**config.mk**
```make
export PLATFORM = sky130hd
export DESIGN_NAME = morse_key_decoder
export DESIGN_NICKNAME = d
export VERILOG_FILES = /design/src/rtl/morse_key_decoder.sv
export SDC_FILE = /design/constraint.sdc
export NUM_CORES = 1
export LEC_CHECK = 0
export ABC_AREA = 1
export CORE_UTILIZATION = 58
export CTS_CLUSTER_SIZE = 28
export DETAILED_ROUTE_END_ITERATION = 10
export GPL_TIMING_DRIVEN = 1
export PLACE_DENSITY = 0.85
export SLEW_MARGIN = 40
export SYNTH_ARGS = -nofsm -noshare
export SYNTH_HDL_FRONTEND = slang
export SYNTH_SLANG_ARGS = --single-unit
```
**constraint.sdc**
```tcl
create_clock -name clk -period 5 [get_ports clk]
set_input_delay 1.5 -clock clk [delete_from_list [all_inputs] [get_ports clk]]
set_output_delay 1.5 -clock clk [all_outputs]
set_load 0.01 [all_outputs]
```
**src/rtl/morse_key_decoder.sv**
```systemverilog
// Morse key receiver: times marks and spaces on a key line in Morse units,
// emits the 2-bit symbol stream and assembles each letter's dot/dash pattern.
module morse_key_decoder #(
    parameter int UNIT_TICKS = 4,
    parameter int CNT_W      = 8
) (
    input  logic       clk,
    input  logic       reset_n,
    input  logic       key_in,
    output logic [1:0] sym,
    output logic       sym_valid,
    output logic [5:0] letter_pattern,
    output logic [2:0] letter_len,
    output logic       letter_valid,
    output logic       err,
    output logic       key_active
);

    typedef enum logic [1:0] {IDLE, MARK, SPACE, STUCK} state_t;

    localparam logic [CNT_W-1:0] CNT_ONE   = CNT_W'(1);
    localparam logic [CNT_W-1:0] DASH_MIN  = CNT_W'(2 * UNIT_TICKS);
    localparam logic [CNT_W-1:0] LGAP_CNT  = CNT_W'(2 * UNIT_TICKS);
    localparam logic [CNT_W-1:0] WGAP_CNT  = CNT_W'(5 * UNIT_TICKS);
    localparam logic [CNT_W-1:0] STUCK_CNT = CNT_W'(7 * UNIT_TICKS);

    localparam logic [1:0] SYM_LGAP = 2'b00;
    localparam logic [1:0] SYM_DOT  = 2'b01;
    localparam logic [1:0] SYM_DASH = 2'b10;
    localparam logic [1:0] SYM_WGAP = 2'b11;

    state_t           state_q, state_d;
    logic             key_m_q, key_s_q;
    logic [CNT_W-1:0] cnt_q, cnt_d, cnt_inc;
    logic [5:0]       acc_pat_q, acc_pat_d;
    logic [2:0]       acc_len_q, acc_len_d;
    logic             ovf_q, ovf_d;
    logic [1:0]       sym_q, sym_d;
    logic             sym_valid_q, sym_valid_d;
    logic [5:0]       pat_q, pat_d;
    logic [2:0]       len_q, len_d;
    logic             letter_valid_q, letter_valid_d;
    logic             err_q, err_d;
    logic             push_elem, elem_bit, close_letter;

    always_comb begin
        state_d        = state_q;
        cnt_d          = cnt_q;
        acc_pat_d      = acc_pat_q;
        acc_len_d      = acc_len_q;
        ovf_d          = ovf_q;
        sym_d          = sym_q;
        pat_d          = pat_q;
        len_d          = len_q;
        sym_valid_d    = 1'b0;
        letter_valid_d = 1'b0;
        err_d          = 1'b0;
        push_elem      = 1'b0;
        elem_bit       = 1'b0;
        close_letter   = 1'b0;
        cnt_inc        = (cnt_q == '1) ? cnt_q : cnt_q + CNT_ONE;

        unique case (state_q)
            IDLE: begin
                if (key_s_q) begin
                    state_d = MARK;
                    cnt_d   = CNT_ONE;
                end
            end
            MARK: begin
                if (key_s_q) begin
                    cnt_d = cnt_inc;
                    if (cnt_inc == STUCK_CNT) begin
                        err_d   = 1'b1;
                        ovf_d   = 1'b1;
                        state_d = STUCK;
                    end
                end else begin
                    push_elem   = 1'b1;
                    elem_bit    = (cnt_q >= DASH_MIN);
                    sym_d       = elem_bit ? SYM_DASH : SYM_DOT;
                    sym_valid_d = 1'b1;
                    state_d     = SPACE;
                    cnt_d       = CNT_ONE;
                end
            end
            SPACE: begin
                // A key rise wins over a gap threshold reached the same cycle
                if (key_s_q) begin
                    state_d = MARK;
                    cnt_d   = CNT_ONE;
                end else begin
                    cnt_d = cnt_inc;
                    if (cnt_inc == LGAP_CNT) begin
                        close_letter = 1'b1;
                        sym_d        = SYM_LGAP;
                        sym_valid_d  = 1'b1;
                    end
                    if (cnt_inc == WGAP_CNT) begin
                        sym_d       = SYM_WGAP;
                        sym_valid_d = 1'b1;
                        state_d     = IDLE;
                    end
                end
            end
            STUCK: begin
                if (!key_s_q) begin
                    state_d = SPACE;
                    cnt_d   = CNT_ONE;
                end
            end
            default: state_d = IDLE;
        endcase

        if (push_elem) begin
            if (acc_len_q < 3'd6) begin
                acc_pat_d = {acc_pat_q[4:0], elem_bit};
                acc_len_d = acc_len_q + 3'd1;
            end else begin
                ovf_d = 1'b1;
            end
        end

        if (close_letter) begin
            if (ovf_q) begin
                err_d = 1'b1;
            end else if (acc_len_q != 3'd0) begin
                letter_valid_d = 1'b1;
                pat_d          = acc_pat_q;
                len_d          = acc_len_q;
            end
            acc_pat_d = '0;
            acc_len_d = '0;
            ovf_d     = 1'b0;
        end
    end

    always_ff @(posedge clk or negedge reset_n) begin
        if (!reset_n) begin
            state_q        <= IDLE;
            key_m_q        <= 1'b0;
            key_s_q        <= 1'b0;
            cnt_q          <= '0;
            acc_pat_q      <= '0;
            acc_len_q      <= '0;
            ovf_q          <= 1'b0;
            sym_q          <= '0;
            sym_valid_q    <= 1'b0;
            pat_q          <= '0;
            len_q          <= '0;
            letter_valid_q <= 1'b0;
            err_q          <= 1'b0;
        end else begin
            state_q        <= state_d;
            key_m_q        <= key_in;
            key_s_q        <= key_m_q;
            cnt_q          <= cnt_d;
            acc_pat_q      <= acc_pat_d;
            acc_len_q      <= acc_len_d;
            ovf_q          <= ovf_d;
            sym_q          <= sym_d;
            sym_valid_q    <= sym_valid_d;
            pat_q          <= pat_d;
            len_q          <= len_d;
            letter_valid_q <= letter_valid_d;
            err_q          <= err_d;
        end
    end

    assign sym            = sym_q;
    assign sym_valid      = sym_valid_q;
    assign letter_pattern = pat_q;
    assign letter_len     = len_q;
    assign letter_valid   = letter_valid_q;
    assign err            = err_q;
    assign key_active     = key_s_q;

endmodule

```
==> metrics, run 1 <==
synthesized instance count 261; critical path arrival approximately 1.4 ns; GRT Util Overall 0.2570; ant diodes 0; Syn Area/Cell about 8 um2; fmax approximately 0.35 GHz; sw power 0.3793 mW; register bit total from synthesis 36; number of nets still failing antenna checks after routing 0; Syn Nets 273; worst hold slack roughly 0.36 ns; vias per cell approximately 5.2; crit end category output port; first-pass GRT wire length around 6.9 mm; Hold Path Depth 0; vias in the first global route ~1.6k; Int Pwr around 0.56 mW; Fin. Hold Viols 0; nets@finish about 300; fillers ~280; Yosys Warn Count 0; Inserted Clock Buffers 5; slowest cell on the critical path clkdlybuf4s50_1; Final setup viols 0; largest net degree at the start of global routing 37; Worst Path Class, Setup register to output port; fin crit period approximately 2.9 ns; critical path peak fanout 8; RSZ-0062 raised after global routing false; HPWL Detailed around 3.2 mm; commonest non-fill, non-tap cells in the layout nand2_1 (76), dfrtp_1 (36), inv_1 (31); clock power share 0.179; clock-pin transition on the worst setup and hold timing paths ~0.1 ns; hold path start key_m_q; Min-Delay Path Class register to register; Slew Viols, Final 0; Max-slew headroom 0.5868; cell depth of the worst flop-to-flop path 10; Comb power frac 0.396; leak pwr about 1.2 nW; setup TNS after final layout 0 ns; Die X approximately 62 um; Netlist cell types 27; max_cap viols 0; total grt overflow 0; Root Buffer clkbuf_4; Post-CTS Setup Bufs 0; Worst Hold Endpoint key_active; peak supply drop 0.2824 mV; post-synthesis cell area approximately 0.0021 mm2; CTS resizes 0; most common cell after layout, fill and taps aside nand2_1; Rows 21; P per Cell Area a little under 400 mW/mm2; Starting DRT DRC Count just under 80; CTS tree built; CP bufs+invs 1; initial antenna violation count 0; Final Cycle Share 0.5751; R2R Path End err; delay-heaviest family, CP buffers and inverters; CP cell instances clkdlybuf4s50_1; total number of H-tree levels 2; synth-to-layout area growth 13.42%; vias around 1.7k; IO Port Bufs 17; Die H about 62 um; DRC viols 0; Die ar. 0.003829 mm2; GPL Wtd Cong about 0.9; measured slew at the worst slew-check pin just over 0.6 ns; Seq/Total Area, Yosys 0.4332; area of the core between 0.003 and 0.004 mm2; Worst path max stage delay between 0.5 and 0.6 ns; clk sink count 36; clock buffer depth 2; Crit Reg-Reg Startpoint cnt_q[0]; initial core utilization 0.6135; Detailed Route WL between 4 and 5 mm; TritonRoute pass-1 iters 4; Ports 18; hold-fix buffers at CTS 0; worst skew pair latency 0.35 ns; Startpoint Class register; layout cells sized above 1 0.1544; Wirelength per Cell approximately 13 um; switching power share of the total 0.4058; Worst Path Required between 3 and 4 ns; status completed; Seq pwr share 0.425; skew final 0.01458 ns; reg2reg setup slack 2.55 ns
-- power by group through the flow --
stage	Clock [mW]	Combinational [mW]	Sequential, mW
finish	0.167	0.370	0.397
floorplan	0	0.279	0.395
CTS	0.170	0.370	0.398
detailed placement	0	0.366	0.404
global placement	0	0.351	0.401
global route	0.181	0.421	0.406
-- kinds of logic after synthesis --
| family | synth area share |
|---|---|
| adder cells (fa/ha/maj) | 0.05415 |
| AO/OA/AOI/OAI | 0.1041 |
| AND/OR/NAND/NOR | 0.3201 |
| buffers and inverters | 0.08844 |
| flip-flops | 0.4332 |
-- final cells by class --
class                      count  area (um2)  share of cell area
multi-input combinational    180       994.7              0.4218
inverter                      42       157.7             0.06684
clock buffer                   7       55.05             0.02334
clock inverter                 1       7.507            0.003183
sequential                    36       900.9              0.3820
tap                           46       57.56             0.02440
timing repair buffer          19       185.2             0.07851
-- cell usage after synthesis --
master,number,share of area
a21oi_1,2,0.0048
a2bb2oi_1,1,0.0042
buf_6,2,0.011
clkbuf_1,1,0.0018
clkinv_1,1,0.0018
dfrtp_1,36,0.43
ha_1,9,0.054
inv_1,31,0.056
inv_2,10,0.018
nand2_1,76,0.14
nand2_2,6,0.018
nand2_4,1,0.0054
nand3_1,21,0.051
nand3_4,1,0.0084
nand4_1,9,0.027
nor2_1,20,0.036
nor2_2,2,0.0060
nor2_4,2,0.011
nor2_8,1,0.0096
nor3_1,2,0.0048
o211ai_1,4,0.014
o211ai_2,5,0.030
o21ai_0,5,0.012
o21ai_1,1,0.0024
o21ai_2,5,0.021
o22ai_1,5,0.015
or2_2,2,0.0060
-- stage by stage --
stage               cells  cell area (um2)  power (mW)  setup WS (ns)    util
CTS                   331             2359      0.9379          2.117  0.6958
global placement      323             2296      0.7511          2.516  0.6774
global route          331             2359       1.008          2.058  0.6958
finish                331             2359      0.9345          2.124  0.6958
detailed placement    323             2296      0.7701          2.500  0.6774
floorplan             261             2079      0.6738          3.054       -
-- worst max path at each step --
stage	startpoint	endpoint	cells after the start
2_1_floorplan	key_active	key_active	0
3_3_place_gp	key_active	key_active	1
3_5_place_dp	key_active	key_active	1
4_1_cts	key_active	key_active	1
5_1_grt	key_active	key_active	1
6_report	key_active	key_active	1
-- state kept, by name, summed over array words and instances, names as in the netlist, 2 cells and up --
register	flops
letter_pattern	6
acc_len_q	3
cnt_q	8
sym	2
acc_pat_q	6
letter_len	3
state_q	2
-- metal layers --
metal,up-vias,track usage,share of wire
li1,880,-,-
met1,788,0.3271,0.46
met2,35,0.4209,0.48
met3,5,0.06211,0.038
met4,0,0.1079,0.012
met5,-,0,0
Note: power is estimated with default switching activity, not from simulation.
==> run 2: changes to the inputs <==
--- a/config.mk
+++ b/config.mk
@@ -6,11 +6,11 @@
 export NUM_CORES = 1
 export LEC_CHECK = 0
 export ABC_AREA = 1
-export CORE_UTILIZATION = 58
+export CORE_UTILIZATION = 57
 export CTS_CLUSTER_SIZE = 28
 export DETAILED_ROUTE_END_ITERATION = 10
 export GPL_TIMING_DRIVEN = 1
-export PLACE_DENSITY = 0.85
+export PLACE_DENSITY = 0.84
 export SLEW_MARGIN = 40
 export SYNTH_ARGS = -nofsm -noshare
 export SYNTH_HDL_FRONTEND = slang
==> constraint.sdc (replaced) <==
create_clock -name clk -period 2.94 [get_ports clk]
set_input_delay 0.882 -clock clk [delete_from_list [all_inputs] [get_ports clk]]
set_output_delay 0.882 -clock clk [all_outputs]
set_load 0.01 [all_outputs]
==> run 2 against run 1 <==
Non-clock buffer count is the same. Worst hold slack gained 0.0010 ns. Combinational power grew 67%. Sequential share of layout area is the same. Critical path depth grew 10. Count of clock-buffer cells in the layout is the same. Critical endpoint is now acc_pat_q[4]. Cell count is the same. Largest power group unchanged. Clock power grew 69%. Sequential power grew 71%. Power grew 69%.
==> metrics, run 2 (synthesis gave the netlist of run 1 again) <==
setup TNS after final layout 0 ns (unchanged); Rows 21 (unchanged); number of nets still failing antenna checks after routing 0 (unchanged); synth-to-layout area growth 13.42% (unchanged); number of flip-flops in the largest register 8 (unchanged); fmax approximately 0.43 GHz; skew final 0.007338 ns (-0.007242 ns); Finished Cell Area 0.002359 mm2 (unchanged); HPWL Detailed 3.148 mm (-0.24%); vias 1,779 (+4.2%); Slew Viols, Final 0 (unchanged); clk sink count 36 (unchanged); clock buffer depth 2 (unchanged); nets@finish 296 (unchanged); worst hold slack 0.3598 ns (+0.001035 ns); Startpoint Class register; worst skew pair latency 0.34 ns (about the same); measured slew at the worst slew-check pin 0.5661 ns (-0.05097 ns); peak supply drop 0.4141 mV (+47%); clock power share 0.179 (about the same); leak pwr 1.187 nW (unchanged); Fin. Hold Viols 0 (unchanged); Post-DP Area 0.002296 mm2 (unchanged); GPL Wtd Cong 0.9371 (+3.7%); Inserted Clock Buffers 5 (unchanged); fin crit period roughly 2.3 ns; IO Port Bufs 17 (unchanged); slowest cell on the critical path dfrtp_1; Root Buffer clkbuf_4; RSZ-0062 raised after global routing false; Wirelength per Cell 12.60 um (-1.2%); most common cell after layout, fill and taps aside nand2_1; vias in the first global route 1,647 (+5.1%); commonest non-fill, non-tap cells in the layout nand2_1 (76), dfrtp_1 (36), inv_1 (31); Final Cycle Share 0.7904; clock-pin transition on the worst setup and hold timing paths 0.11 ns (about the same); Core Util, Final 0.6905 (-0.005353); Biggest register cnt_q; GRT met1 Usage 0.3148 (-0.01231); largest net degree at the start of global routing 37 (unchanged); status completed; TritonRoute pass-1 iters 5 (+1); Ports 18 (unchanged); Starting DRT DRC Count 105 (+36%); critical path peak fanout 11 (+3); critical path arrival 2.56 ns (+1.18 ns); Die X 62.40 um (+0.85%); max_cap viols 0 (unchanged); layout cells sized above 1 0.1544 (unchanged); Comb power frac 0.392 (-0.004); switching power share of the total 0.4030 (-0.002829); CP bufs+invs 2 (+1); sw power 0.6369 mW (+68%); Int Pwr 0.9435 mW (+70%); ant diodes 0 (unchanged); CTS tree built; Worst path max stage delay 0.46 ns (-0.11 ns); Max-slew headroom 0.6209 (+0.03413); CP cell instances ha_1 > nand2_2 > nor2_4 > nand2_2 > inv_1 > nor3_1 > nand2_1 > nor2_4 > nand2_1 > o211ai_1 > inv_1; Detailed Route WL 4.172 mm (-1.2%); delay-heaviest family, CP simple AND/OR/NAND/NOR gates; initial antenna violation count 0 (unchanged); initial core utilization 0.6088 (-0.004719); Worst Path Required 3.17 ns (-0.33 ns); CTS resizes 0 (unchanged); Final setup viols 0 (unchanged); gr busiest metal met2; met3 Usage GRT 0.05657 (-0.005542); hold-fix buffers at CTS 0 (unchanged); area of the core 0.003416 mm2 (+0.78%); crit end category register; total number of H-tree levels 2 (unchanged); Seq pwr share 0.429 (+0.004); first-pass GRT wire length 7.369 mm (+6.2%); Die ar. 0.003894 mm2 (+1.7%); Die H 62.40 um (+0.85%); Min-Delay Path Class register to register; Worst Path Class, Setup register to register; vias per cell 5.375 (+4.2%); DRC viols 0 (unchanged); Post-CTS Setup Bufs 0 (unchanged); P per Cell Area 670.1 mW/mm2 (+69%); total grt overflow 0 (unchanged); met2 usage 0.3872 (-0.03366); GRT Util Overall 0.2403 (-0.01665)
[run 2: worst register-to-register path: cells and delay by family, from the launching register on]
family	cells	cell delay, ns
flip-flops	1	0.46
buffers and inverters	2	0.16
AND/OR/NAND/NOR	7	1.13
AO/OA/AOI/OAI	1	0.20
adder cells (fa/ha/maj)	1	0.27
[run 2: metal layers]
| layer | vias up | wire length (um) |
|---|---|---|
| met5 | - | 0 |
| met4 | 0 | 87 |
| met3 | 10 | 195 |
| met2 | 62 | 1967 |
| met1 | 830 | 1921 |
| li1 | 877 | - |
[run 2: through the flow]
step	power, mW	instances	setup slack (ns)
final	1.580	331	0.6163
after global routing	1.712	331	0.3800
after CTS	1.580	331	0.6196
after detailed placement	1.301	323	0.6384
after global placement	1.271	323	0.7691
after floorplan	1.146	261	1.011
[run 2: layout make-up]
class | count | area, um2
inverter | 42 | 157.7
sequential | 36 | 900.9
fill | 278 | 1057
tap | 46 | 57.56
clock buffer | 7 | 55.05
clock inverter | 1 | 7.507
multi-input combinational | 180 | 994.7
timing repair buffer | 19 | 185.2
[run 2: power groups by stage]
stage	Sequential, mW	Clock [mW]	Combinational [mW]
after CTS	0.677	0.287	0.617
after global placement	0.681	0	0.589
final	0.678	0.283	0.619
after global routing	0.692	0.310	0.709
after floorplan	0.671	0	0.475
after detailed placement	0.687	0	0.613
[run 2: worst paths after layout]
| path | slack, ns | startpoint | end | cells after the start |
|---|---|---|---|---|
| max | 0.62 | cnt_q[0] | acc_pat_q[4] | 11 |
| min | 0.36 | key_m_q | key_active | 0 |
| max reg2reg | 0.62 | cnt_q[0] | acc_pat_q[4] | 11 |
| min reg2reg | 0.36 | key_m_q | key_active | 0 |
| max in group asynchronous | 1.68 | reset_n | cnt_q[7] | 2 |
| min in group asynchronous | 0.94 | reset_n | cnt_q[2] | 2 |
